`src/rtl/multicycle_adder_ctrl.sv`:
```
// Multicycle N-bit add/subtract controller: one W-bit carry-lookahead slice is
// reused LSB-first over N/W cycles, with a start/ready/done handshake.

module partial_full_adder1b (
  input  logic a,
  input  logic b,
  input  logic c,
  output logic s,
  output logic p,
  output logic g
);
  assign p = a ^ b;
  assign g = a & b;
  assign s = p ^ c;
endmodule

module cla_slice #(
  parameter int W = 16
) (
  input  logic [W-1:0] a,
  input  logic [W-1:0] b,
  input  logic         cin,
  output logic [W-1:0] sum,
  output logic         cout,
  output logic         cmsb
);
  logic [W-1:0] p;
  logic [W-1:0] g;
  logic [W:0]   c;

  for (genvar i = 0; i < W; i++) begin : g_bit
    partial_full_adder1b u_pfa (
      .a (a[i]),
      .b (b[i]),
      .c (c[i]),
      .s (sum[i]),
      .p (p[i]),
      .g (g[i])
    );
  end

  // Each carry is the group generate/propagate of bits [i:0] applied to cin,
  // so no carry depends on a lower carry signal.
  always_comb begin
    logic gacc;
    logic pacc;
    c    = '0;
    gacc = 1'b0;
    pacc = 1'b1;
    c[0] = cin;
    for (int i = 0; i < W; i++) begin
      gacc     = g[i] | (p[i] & gacc);
      pacc     = pacc & p[i];
      c[i + 1] = gacc | (pacc & cin);
    end
  end

  assign cout = c[W];
  assign cmsb = c[W-1];
endmodule

module multicycle_adder_ctrl #(
  parameter int N = 64,
  parameter int W = 16
) (
  input  logic         clk,
  input  logic         reset,
  input  logic         start,
  input  logic         sub,
  input  logic [N-1:0] a,
  input  logic [N-1:0] b,
  input  logic         c_i,
  output logic         ready,
  output logic         busy,
  output logic         done,
  output logic [N-1:0] s,
  output logic         c_o,
  output logic         ovf
);
  if (W < 1 || W > N || (N % W) != 0) begin : g_param_check
    $error("multicycle_adder_ctrl: N must be a multiple of W with 1 <= W <= N");
  end

  localparam int NS = N / W;
  localparam int CW = (NS > 1) ? $clog2(NS) : 1;

  typedef enum logic [1:0] {
    IDLE,
    RUN,
    DONE
  } state_t;

  state_t         state;
  state_t         state_nxt;
  logic [N-1:0]   op_a;
  logic [N-1:0]   op_b;
  logic           carry;
  logic [CW-1:0]  cnt;
  logic           last;
  logic [W-1:0]   sl_a;
  logic [W-1:0]   sl_b;
  logic [W-1:0]   sl_sum;
  logic           sl_cout;
  logic           sl_cmsb;

  assign last = (cnt == CW'(NS - 1));
  assign sl_a = op_a[int'(cnt) * W +: W];
  assign sl_b = op_b[int'(cnt) * W +: W];

  cla_slice #(.W(W)) u_slice (
    .a    (sl_a),
    .b    (sl_b),
    .cin  (carry),
    .sum  (sl_sum),
    .cout (sl_cout),
    .cmsb (sl_cmsb)
  );

  always_ff @(posedge clk or posedge reset) begin
    if (reset) state <= IDLE;
    else       state <= state_nxt;
  end

  always_comb begin
    state_nxt = state;
    ready     = 1'b0;
    busy      = 1'b0;
    done      = 1'b0;
    case (state)
      IDLE: begin
        ready = 1'b1;
        if (start) state_nxt = RUN;
      end
      RUN: begin
        busy = 1'b1;
        if (last) state_nxt = DONE;
      end
      DONE: begin
        done      = 1'b1;
        state_nxt = IDLE;
      end
      default: state_nxt = IDLE;
    endcase
  end

  // Subtract is folded into acceptance: B is inverted and carry-in forced to 1.
  always_ff @(posedge clk or posedge reset) begin
    if (reset) begin
      op_a  <= '0;
      op_b  <= '0;
      carry <= 1'b0;
      cnt   <= '0;
      s     <= '0;
      c_o   <= 1'b0;
      ovf   <= 1'b0;
    end else begin
      case (state)
        IDLE: begin
          if (start) begin
            op_a  <= a;
            op_b  <= b ^ {N{sub}};
            carry <= sub | c_i;
            cnt   <= '0;
          end
        end
        RUN: begin
          s[int'(cnt) * W +: W] <= sl_sum;
          carry                 <= sl_cout;
          cnt                   <= cnt + CW'(1);
          if (last) begin
            c_o <= sl_cout;
            ovf <= sl_cmsb ^ sl_cout;
          end
        end
        default: ;
      endcase
    end
  end
endmodule

```
`config.mk`:
```
export PLATFORM = sky130hd
export DESIGN_NAME = multicycle_adder_ctrl
export DESIGN_NICKNAME = d
export VERILOG_FILES = /design/src/rtl/multicycle_adder_ctrl.sv
export SDC_FILE = /design/constraint.sdc
export NUM_CORES = 1
export LEC_CHECK = 0
export BUFFER_PORTS_ARGS = -buffer_cell sky130_fd_sc_hd__buf_4
export CAP_MARGIN = 20
export CORE_MARGIN = 5
export CORE_UTILIZATION = 49
export DETAILED_ROUTE_END_ITERATION = 7
export PLACE_DENSITY = 0.83
export SYNTH_ARGS = -nofsm -noshare
export SYNTH_HDL_FRONTEND = slang
export SYNTH_SLANG_ARGS = --single-unit
```
`constraint.sdc`:
```
create_clock -name clk -period 5.8 [get_ports clk]
set_clock_uncertainty 0.1 [all_clocks]
set_input_delay 0.58 -clock clk [delete_from_list [all_inputs] [get_ports clk]]
set_output_delay 0.58 -clock clk [all_outputs]
set_load 0.01 [all_outputs]
```
==> metrics <==
outcome=finished, final reports clean; n_diodes=0; ranking of synthesized cells by area=dfrtp_1, nand2_1, mux4_2; syn_area_per_cell=10.7 µm²; Pre-antenna DRT Iters=4; Synth top area share=53.8%; global routing usage on met3=5.00%; total grt overflow=0; total of max-cap violations=0; Post-Place Setup Slack=1740 ps; Synth Instances=866; Synth cell types=42; Critical Path End Type=register; crit-path max FO=26; Seq/Total Area, Yosys=53.8%; busiest grt layer=met2; Post-CTS Hold Fix Bufs=0; Worst Hold Class=input port to register; Max Freq=0.249 GHz; # rows=50; total chip power=7.40 mW; P per Cell Area=640 nW/µm²; DR WL/cell=18.3 µm; Worst Slack Setup Final=1790 ps; root buffer cell=clkbuf_16; initial core utilization=49.6%; slew margin rel.=22.3%; Leak=5.65 nW; Arrival @ worst endpoint=4230 ps; asr flop ratio synth=100%; Setup-failing EPs final=0; number of global-route vias before repair=7,142; vias per inst=5.47; unrepaired setup endpoints after global routing=false; type of origin of the critical path=register; post-CTS sizing=0; Area Growth Syn to Fin=25.0%; Clk Latency, worst-skew pair=430 ps; Hold Vio Cnt, Final=0; IO Port Bufs=201; met1 global-route usage=29.0%; number of enable flip-flop cells after synthesis=0; dominant cell type by area after synthesis=dfrtp_1; largest net degree at the start of global routing=200; yosys warns=0; worst vdd ir=0.337 mV; area post-placement=11,000 µm²; total CTS buffers=17; post-route setup TNS=0 ps; H-tree depth reported by CTS=4; clock-pin slew on the worst setup and hold paths=70 ps; Critical Path RT=6020 ps; CTS tree=yes; Yosys reg bits=199; final wirelength=23,600 µm; via count=7,053; Least-Margin Pin Slew=1170 ps; Design Area, Final=11,600 µm²; met2 usage=37.0%; global-route usage over all layers=22.0%; top cells by count, synth=nand2_1, dfrtp_1, o21ai_0; Post-CTS Setup Inserts=0; layout cells sized above 1=27.6%; drc violations=0; fill count=1,497; Worst Path Class, Setup=register to register; final net count=1,198; most numerous cell in the Yosys netlist=nand2_1; Core ar.=18,600 µm²; hpwl dp=17,100 µm; CTS sink cnt=199; Final min period=4010 ps; Placer Congestion=0.861; global-route wire length before repair=37,700 µm; Vert. Die Dim=147 µm; Final ANT Viol Nets=0; Synth Net Count=1,022; die area=21,700 µm²; Final period util=69.1%; IO Count=202; Final Max Tran Viols=0; Max clock buf depth=2; Synth Flop Type=dfrtp_1; die width=147 µm; cell area after synthesis=9250 µm²; initial antenna violation count=0; DR iter-0 viols=510
## metrics by stage
stage / hold WS (ps) / std cells / util (%)
4_1_cts: 216 / 1288 / 61.9
5_1_grt: 223 / 1289 / 62.0
3_5_place_dp: 360 / 1256 / 58.8
2_1_floorplan: 340 / 866 / -
6_report: 229 / 1289 / 62.0
3_3_place_gp: 354 / 1256 / 58.8
## power by group
part	internal [mW]	total [mW]	switching (mW)
registers	2.02	2.51	0.494
logic	1.55	3.72	2.16
clock network	0.627	1.17	0.543
total	4.20	7.40	3.20
## cell usage in the layout, fill, tap and decap left out, types with 3 or more instances in the layout
master / n
clkbuf_16: 17
mux4_2: 32
ha_1: 22
xor2_1: 5
nor4b_2: 3
a22o_1: 56
dfrtp_1: 197
o31ai_1: 3
nand3_1: 5
nand2_1: 276
xnor2_1: 71
nor2_1: 13
inv_1: 7
a21oi_1: 11
o21ai_0: 77
inv_6: 7
buf_4: 207
clkinvlp_4: 4
nand2b_1: 3
## final timing paths
check / cells after the start / slack (ps) / end / startpoint
max: 10 / 1790 / s[47]$_DFFE_PP0P_ / cnt[0]$_DFFE_PP0P_
min: 3 / 230 / op_a[54]$_DFFE_PP0P_ / a[54]
max reg2reg: 10 / 1790 / s[47]$_DFFE_PP0P_ / cnt[0]$_DFFE_PP0P_
min reg2reg: 2 / 380 / op_a[43]$_DFFE_PP0P_ / op_a[43]$_DFFE_PP0P_
max in group asynchronous: 3 / 4400 / cnt[0]$_DFFE_PP0P_ / reset
min in group asynchronous: 3 / 240 / s[24]$_DFFE_PP0P_ / reset
## cells by family (layout without fill, tap and decap cells)
| group | Yosys count | after routing | synth area share [%] |
|---|---|---|---|
| mux | 33 | 33 | 7.90 |
| simple gates | 313 | 313 | 13.5 |
| xor+xnor | 77 | 77 | 7.37 |
| compound gates | 160 | 160 | 11.7 |
| flops | 199 | 199 | 53.8 |
| buf+inv | 61 | 250 | 2.49 |
| fa+ha+maj | 23 | 23 | 3.19 |
## critical path, stage by stage, from the launching register on
cell     delay, ps
dfrtp_2        920
buf_4          410
mux4_2         540
ha_1           360
nand3_1        120
nand2_1         70
nor3_1         340
a31oi_4        170
a311o_2        480
xor2_2         180
a22o_1         210
## routing by layer
metal | wire length, µm | up-vias
met4 | 434 | 0
met5 | 0 | -
met3 | 1640 | 34
met2 | 11800 | 275
met1 | 9740 | 3441
li1 | - | 3303
## registers in the layout (all words and copies together), names as in the netlist
signal,flops
op_b,64
c_o,1
s,64
carry,1
cnt,2
op_a,64
state,2
ovf,1
## layout make-up
cell class                      instances  area, µm²  area share [%]
Clock inverter                         13        130            1.13
Tap cell                              234        293            2.53
Inverter                                9       37.5           0.325
Sequential cell                       199       4980            43.1
Multi-Input combinational cell        606       4070            35.2
Clock buffer                           19        453            3.92
Timing Repair Buffer                  209       1590            13.8
Power figures use the tool's default switching activity.
